### config.mk
export PLATFORM = sky130hd
export DESIGN_NAME = regfile_dump_unit_flat
export DESIGN_NICKNAME = d
export VERILOG_FILES = /design/src/rtl/regfile_dump_if.sv /design/src/rtl/regfile_dump_unit.sv /design/src/flat_wrapper.sv
export SDC_FILE = /design/constraint.sdc
export NUM_CORES = 1
export LEC_CHECK = 0
export CAP_MARGIN = 40
export CORE_ASPECT_RATIO = 2
export CORE_MARGIN = 2
export CORE_UTILIZATION = 41
export DETAILED_ROUTE_END_ITERATION = 8
export PLACE_DENSITY = 0.8
export SLEW_MARGIN = 30
export SYNTH_ARGS = -nofsm -noshare
export SYNTH_HDL_FRONTEND = slang
export SYNTH_SLANG_ARGS = --single-unit
### constraint.sdc
create_clock -name clock -period 1.82 [get_ports clock]
set_input_delay 0.273 -clock clock [delete_from_list [all_inputs] [get_ports clock]]
set_output_delay 0.273 -clock clock [all_outputs]
set_load 0.05 [all_outputs]
### src/rtl/regfile_dump_if.sv
// regfile_dump_if: control, regFile read port and dump stream signals of regfile_dump_unit.
interface regfile_dump_if #(parameter int DATA_WIDTH = 32, parameter int SEL_BITS = 5);
  logic                  start;
  logic                  abort;
  logic [SEL_BITS-1:0]   first_sel;
  logic [SEL_BITS-1:0]   last_sel;
  logic [SEL_BITS-1:0]   rf_read_sel;
  logic [DATA_WIDTH-1:0] rf_read_data;
  logic                  dump_valid;
  logic                  dump_ready;
  logic [DATA_WIDTH-1:0] dump_data;
  logic [SEL_BITS-1:0]   dump_index;
  logic                  dump_last;
  logic                  busy;
  logic                  done;
  logic                  err;
  logic [DATA_WIDTH-1:0] checksum;
  modport master (
    input  start, abort, first_sel, last_sel, rf_read_data, dump_ready,
    output rf_read_sel, dump_valid, dump_data, dump_index, dump_last, busy, done, err, checksum
  );
  modport slave (
    output start, abort, first_sel, last_sel, rf_read_data, dump_ready,
    input  rf_read_sel, dump_valid, dump_data, dump_index, dump_last, busy, done, err, checksum
  );
endinterface

### src/rtl/regfile_dump_unit.sv
// regfile_dump_unit: sweeps a register range through one regFile read port onto a valid/ready stream.
// Optional XOR checksum of accepted beats is enabled by defining DUMP_CHECKSUM_EN.
module regfile_dump_unit #(
  parameter int DATA_WIDTH = 32,
  parameter int SEL_BITS   = 5,
  parameter int NUM_REGS   = 32
) (
  input logic clock,
  input logic reset,
  regfile_dump_if.master bus
);
  typedef enum logic [2:0] {IDLE, ISSUE, CAPTURE, SEND, FINISH} state_t;
  state_t                state_q, state_d;
  logic [SEL_BITS-1:0]   idx_q, idx_d, last_q, last_d, sel_q, sel_d, index_q, index_d;
  logic [DATA_WIDTH-1:0] data_q, data_d;
  logic                  valid_q, valid_d, dlast_q, dlast_d, busy_q, busy_d;
  logic                  done_q, done_d, err_q, err_d;
  logic                  range_ok, fire, abort_now, accept;
  assign range_ok  = bus.first_sel <= bus.last_sel && 32'(bus.last_sel) < NUM_REGS;
  assign fire      = state_q == SEND && valid_q && bus.dump_ready;
  assign abort_now = bus.abort && (state_q == ISSUE || state_q == CAPTURE || state_q == SEND);
  assign accept    = state_q == IDLE && bus.start && range_ok;
  always_comb begin
    state_d = state_q;
    idx_d   = idx_q;
    last_d  = last_q;
    sel_d   = sel_q;
    data_d  = data_q;
    index_d = index_q;
    dlast_d = dlast_q;
    valid_d = valid_q;
    done_d  = 1'b0;
    err_d   = 1'b0;
    unique case (state_q)
      IDLE: if (bus.start) begin
        state_d = range_ok ? ISSUE : FINISH;
        done_d  = !range_ok;
        err_d   = !range_ok;
        idx_d   = range_ok ? bus.first_sel : idx_q;
        last_d  = range_ok ? bus.last_sel : last_q;
        sel_d   = range_ok ? bus.first_sel : sel_q;
      end
      ISSUE: state_d = CAPTURE;
      CAPTURE: begin
        data_d  = bus.rf_read_data;
        index_d = idx_q;
        dlast_d = idx_q == last_q;
        valid_d = 1'b1;
        state_d = SEND;
      end
      SEND: if (fire) begin
        valid_d = 1'b0;
        state_d = dlast_q ? FINISH : ISSUE;
        done_d  = dlast_q;
        idx_d   = dlast_q ? idx_q : idx_q + 1'b1;
        sel_d   = dlast_q ? sel_q : idx_q + 1'b1;
      end
      default: state_d = IDLE;
    endcase
    if (abort_now) begin
      state_d = FINISH;
      valid_d = 1'b0;
      done_d  = 1'b1;
      err_d   = 1'b1;
    end
    busy_d = state_d != IDLE;
  end
`ifdef DUMP_CHECKSUM_EN
  logic [DATA_WIDTH-1:0] csum_q, csum_d;
  assign csum_d       = accept ? '0 : (fire && !abort_now) ? csum_q ^ data_q : csum_q;
  assign bus.checksum = csum_q;
`else
  assign bus.checksum = '0;
`endif
  always_ff @(posedge clock) begin
    if (!reset) begin
      state_q <= IDLE;
      idx_q   <= '0;
      last_q  <= '0;
      sel_q   <= '0;
      data_q  <= '0;
      index_q <= '0;
      dlast_q <= 1'b0;
      valid_q <= 1'b0;
      busy_q  <= 1'b0;
      done_q  <= 1'b0;
      err_q   <= 1'b0;
`ifdef DUMP_CHECKSUM_EN
      csum_q  <= '0;
`endif
    end else begin
      state_q <= state_d;
      idx_q   <= idx_d;
      last_q  <= last_d;
      sel_q   <= sel_d;
      data_q  <= data_d;
      index_q <= index_d;
      dlast_q <= dlast_d;
      valid_q <= valid_d;
      busy_q  <= busy_d;
      done_q  <= done_d;
      err_q   <= err_d;
`ifdef DUMP_CHECKSUM_EN
      csum_q  <= csum_d;
`endif
    end
  end
  assign bus.rf_read_sel = sel_q;
  assign bus.dump_valid  = valid_q;
  assign bus.dump_data   = data_q;
  assign bus.dump_index  = index_q;
  assign bus.dump_last   = dlast_q;
  assign bus.busy        = busy_q;
  assign bus.done        = done_q;
  assign bus.err         = err_q;
endmodule

### src/flat_wrapper.sv
// flat-port wrapper written by rule: the top's interface ports become plain ports
module regfile_dump_unit_flat 
#(
  parameter int DATA_WIDTH = 32,
  parameter int SEL_BITS   = 5,
  parameter int NUM_REGS   = 32
)
  (clock, reset, bus_start, bus_abort, bus_first_sel, bus_last_sel, bus_rf_read_data, bus_dump_ready, bus_rf_read_sel, bus_dump_valid, bus_dump_data, bus_dump_index, bus_dump_last, bus_busy, bus_done, bus_err, bus_checksum);
  regfile_dump_if #(.DATA_WIDTH(DATA_WIDTH), .SEL_BITS(SEL_BITS)) bus_i ();
  input logic clock;
  input logic reset;
  input wire logic [$bits(bus_i.start)-1:0] bus_start;
  input wire logic [$bits(bus_i.abort)-1:0] bus_abort;
  input wire logic [$bits(bus_i.first_sel)-1:0] bus_first_sel;
  input wire logic [$bits(bus_i.last_sel)-1:0] bus_last_sel;
  input wire logic [$bits(bus_i.rf_read_data)-1:0] bus_rf_read_data;
  input wire logic [$bits(bus_i.dump_ready)-1:0] bus_dump_ready;
  output wire logic [$bits(bus_i.rf_read_sel)-1:0] bus_rf_read_sel;
  output wire logic [$bits(bus_i.dump_valid)-1:0] bus_dump_valid;
  output wire logic [$bits(bus_i.dump_data)-1:0] bus_dump_data;
  output wire logic [$bits(bus_i.dump_index)-1:0] bus_dump_index;
  output wire logic [$bits(bus_i.dump_last)-1:0] bus_dump_last;
  output wire logic [$bits(bus_i.busy)-1:0] bus_busy;
  output wire logic [$bits(bus_i.done)-1:0] bus_done;
  output wire logic [$bits(bus_i.err)-1:0] bus_err;
  output wire logic [$bits(bus_i.checksum)-1:0] bus_checksum;
  assign bus_i.start = bus_start;
  assign bus_i.abort = bus_abort;
  assign bus_i.first_sel = bus_first_sel;
  assign bus_i.last_sel = bus_last_sel;
  assign bus_i.rf_read_data = bus_rf_read_data;
  assign bus_i.dump_ready = bus_dump_ready;
  assign bus_rf_read_sel = bus_i.rf_read_sel;
  assign bus_dump_valid = bus_i.dump_valid;
  assign bus_dump_data = bus_i.dump_data;
  assign bus_dump_index = bus_i.dump_index;
  assign bus_dump_last = bus_i.dump_last;
  assign bus_busy = bus_i.busy;
  assign bus_done = bus_i.done;
  assign bus_err = bus_i.err;
  assign bus_checksum = bus_i.checksum;
  regfile_dump_unit #(.DATA_WIDTH(DATA_WIDTH), .SEL_BITS(SEL_BITS), .NUM_REGS(NUM_REGS)) u_core (.clock(clock), .reset(reset), .bus(bus_i));
endmodule
==> flow_summary_export.csv <==
group,metric,value,unit
status,status,"finished, final reports clean",
timing,slew_violations,0,
synthesis,ys_ff_latch,55,
worst_setup_path,critPathSlowestCell,"clkdlybuf4s50_1",
floorplan,dieArea,0.007216,mm^2
routing,wl_per_cell,13.75,um
cts,root_buffer,"clkbuf_16",
synthesis,syn_area_per_cell,8.535,um^2
layout,fillers,548,
grt,antenna_found_initial,0,
timing,finClkSkew,3.560,ps
layout,final_area,0.003890,mm^2
routing,ant_nets,0,
cts,cts_max_level,2,
floorplan,fp-row-count,41,
layout,antenna_cells,0,
worst_setup_path,cp.arrival,1470,ps
power,power.density,825.7,mW/mm^2
timing,fmax,573.8,MHz
layout,areaGrowthSynthToFinish,45.62,%
grt,grt_pass1_wl,10350,um
place,gp_congestion,0.8306,
synthesis,yosysSeqAreaShare,41.22,%
layout,fin_util,61.65,%
layout,drive_gt1_share,13.32,%
floorplan,die_y,118.2,um
floorplan,ios,126,
layout,nets,465,
floorplan,core,0.006310,mm^2
worst_setup_path,cp_num_buf_inv,1,
worst_setup_path,startpoint_type,"flip-flop",
timing,rsz0062_at_grt,"false",
timing,max-slew-margin-rel,63.06,%
timing,period_share,95.76,%
grt,track_usage,19.32,%
cts,cts_tree,"yes",
cts,clock_latency,300,ps
worst_setup_path,cp.required,1550,ps
timing,post-route-min-period,1743,ps
routing,via_per_inst,4.733,
cts,clock_sinks,55,
synthesis,ys_warn_count,0,
cts,cts_buffers,5,
routing,drt-pass1-iter-count,4,
synthesis,synthesis.area,0.002671,mm^2
worst_setup_path,path_delay_family,"buffers and inverters",
cts,clock_path_buffers,2,
timing,setup_viol,0,
worst_setup_path,crit_path_end_kind,"output pin",
routing,drc,0,
worst_setup_path,worstPathCellList,"clkdlybuf4s50_1",
hold_path,hp-class,"in2reg",
timing,tightest_slew,552.4,ps
grt,grt_pass1_vias,2213,
worst_setup_path,worstSetupPathType,"reg2out",
power,p_leak,1.578,nW
floorplan,die_w,61.08,um
synthesis,syn_inst,313,
routing,totalWireLength,6862,um
place,dpl.hpwl,5023,um
place,io_buffers,93,
power,ir_drop,0.6981,mV
place,placed_area,0.003598,mm^2
worst_setup_path,critPathMaxFanout,2,
synthesis,synth.distinct_cells,40,
cts,post-cts-setup-buffers,0,
grt,grt_overflow_total,0,
grt,grt_max_degree,39,
routing,num_vias,2362,
cts,clk_pin_slew,70,ps
job,cap_violations,0,
routing,drt_first_iter_violations,54,
floorplan,initial_utilization,42.34,%
timing,hold_viol_final,0,
worst_setup_path,max_stage_delay,840,ps
## timing repair
action | 4_1_cts | 5_1_grt
gates resized for setup | 17 | 11
hold buffers | 0 | 0
setup endpoints to repair | 11 | 23
pin swaps | 5 | 3
## final timing paths
path	slack (ps)	startpoint	cells after the start	end
worst max-delay path	80	u_core.bus.dump_data[23]	1	bus_dump_data[23]
worst min-delay path	320	bus_last_sel[4]	3	u_core.last_q[4]
worst max register to register	130	u_core.state_q[0]	6	u_core.last_q[2]
worst min register to register	460	u_core.bus.dump_data[8]	2	u_core.bus.dump_data[8]
## layout by cell type (no fill, tap or decap), types with 3 or more instances in the layout
cell type        count
ha_4                 3
buf_4               25
nand2_1             83
conb_1              32
a21boi_0            40
dlymetal6s2s_1       6
ha_1                 3
inv_1                5
nand3_1              4
dfxtp_1             55
nor2_1               5
mux2i_1             10
a21oi_1              3
xor2_1               3
nor2b_1              8
nor2_2               4
clkbuf_16            5
clkdlybuf4s50_1     72
dlygate4sd2_1        4
## metal layers
metal / vias to the layer above / wire length (um) / track usage [%]
met1: 1084 / 2335 / 18.46
li1: 1160 / - / -
met4: 0 / 320 / 11.41
met5: - / 0 / 0
met3: 21 / 389 / 4.158
met2: 97 / 3816 / 34.77
## sequential cells by signal, indices dropped and copies added (netlist names)
register / count
u_core.last_q: 5
u_core.bus.rf_read_sel: 5
u_core.bus.dump_index: 5
u_core.bus.dump_valid: 1
u_core.bus.busy: 1
u_core.state_q: 3
u_core.bus.err: 1
u_core.bus.dump_data: 32
u_core.bus.done: 1
u_core.bus.dump_last: 1
## power breakdown
| part | switching (mW) | total [mW] | internal, mW | leakage, nW |
|---|---|---|---|---|
| clock network | 0.458 | 1.15 | 0.693 | 0.0875 |
| logic | 0.461 | 0.754 | 0.293 | 1.04 |
| registers | 0.0535 | 1.31 | 1.25 | 0.446 |
## Yosys cell counts
| cell type | count | area share (%) |
|---|---|---|
| a211oi_2 | 1 | 0.47 |
| a21boi_0 | 40 | 11 |
| a21boi_1 | 2 | 0.56 |
| a21o_1 | 1 | 0.28 |
| a21oi_1 | 3 | 0.56 |
| a311o_1 | 1 | 0.37 |
| a41oi_1 | 1 | 0.33 |
| buf_2 | 6 | 1.1 |
| buf_4 | 32 | 9.0 |
| buf_6 | 2 | 0.84 |
| clkbuf_1 | 8 | 1.1 |
| conb_1 | 1 | 0.14 |
| dfxtp_1 | 55 | 41 |
| ha_1 | 6 | 2.8 |
| inv_1 | 7 | 0.98 |
| mux2i_1 | 10 | 3.7 |
| nand2_1 | 84 | 12 |
| nand2b_1 | 4 | 0.94 |
| nand3_1 | 4 | 0.75 |
| nand3b_1 | 2 | 0.56 |
| nand4_1 | 2 | 0.47 |
| nor2_1 | 9 | 1.3 |
| nor2_2 | 1 | 0.23 |
| nor2b_1 | 8 | 1.9 |
| nor2b_2 | 1 | 0.33 |
| nor3_1 | 2 | 0.37 |
| nor3b_1 | 1 | 0.28 |
| nor4b_4 | 1 | 0.89 |
| o211ai_1 | 1 | 0.28 |
| o21a_1 | 1 | 0.28 |
| o21ai_0 | 2 | 0.37 |
| o21ai_1 | 1 | 0.19 |
| o22ai_1 | 1 | 0.23 |
| o2bb2ai_2 | 1 | 0.56 |
| o311a_2 | 1 | 0.42 |
| o31a_1 | 2 | 0.66 |
| o31ai_1 | 2 | 0.56 |
| or2_2 | 1 | 0.23 |
| xnor2_1 | 2 | 0.66 |
| xor2_1 | 3 | 0.98 |
## final cells by class
class	instances	area, um^2	area share, %
clock buffers	6	138.9	3.570
clock inverters	2	38.79	0.9971
inverters	7	26.28	0.6755
multi-input cells	234	1436	36.93
flip-flops and latches	55	1101	28.31
well taps	86	107.6	2.766
repair buffers	109	1041	26.76
## metrics by stage
stage	setup WS (ps)	instances	setup TNS, ps	hold WS (ps)	power, mW
floorplan	211.9	344	0	416.0	1.848
global placement	-401.4	491	-4714	448.7	2.030
detailed placement	-477.8	491	-5225	454.4	2.043
CTS	2.957	499	0	408.4	3.227
global route	42.72	499	0	359.8	3.332
finish	77.15	499	0	323.2	3.212
## cell families after synthesis
family                     synth area share (%)
AOI/OAI and AO/OA                         17.38
adders and majority gates                 2.810
buffers and inverters                     13.07
other                                    0.1404
and+or+nand+nor                           20.00
xor gates and xnor gates                  1.640
muxes                                     3.747
DFF                                       41.22
Note: power is estimated with default switching activity, not from simulation.
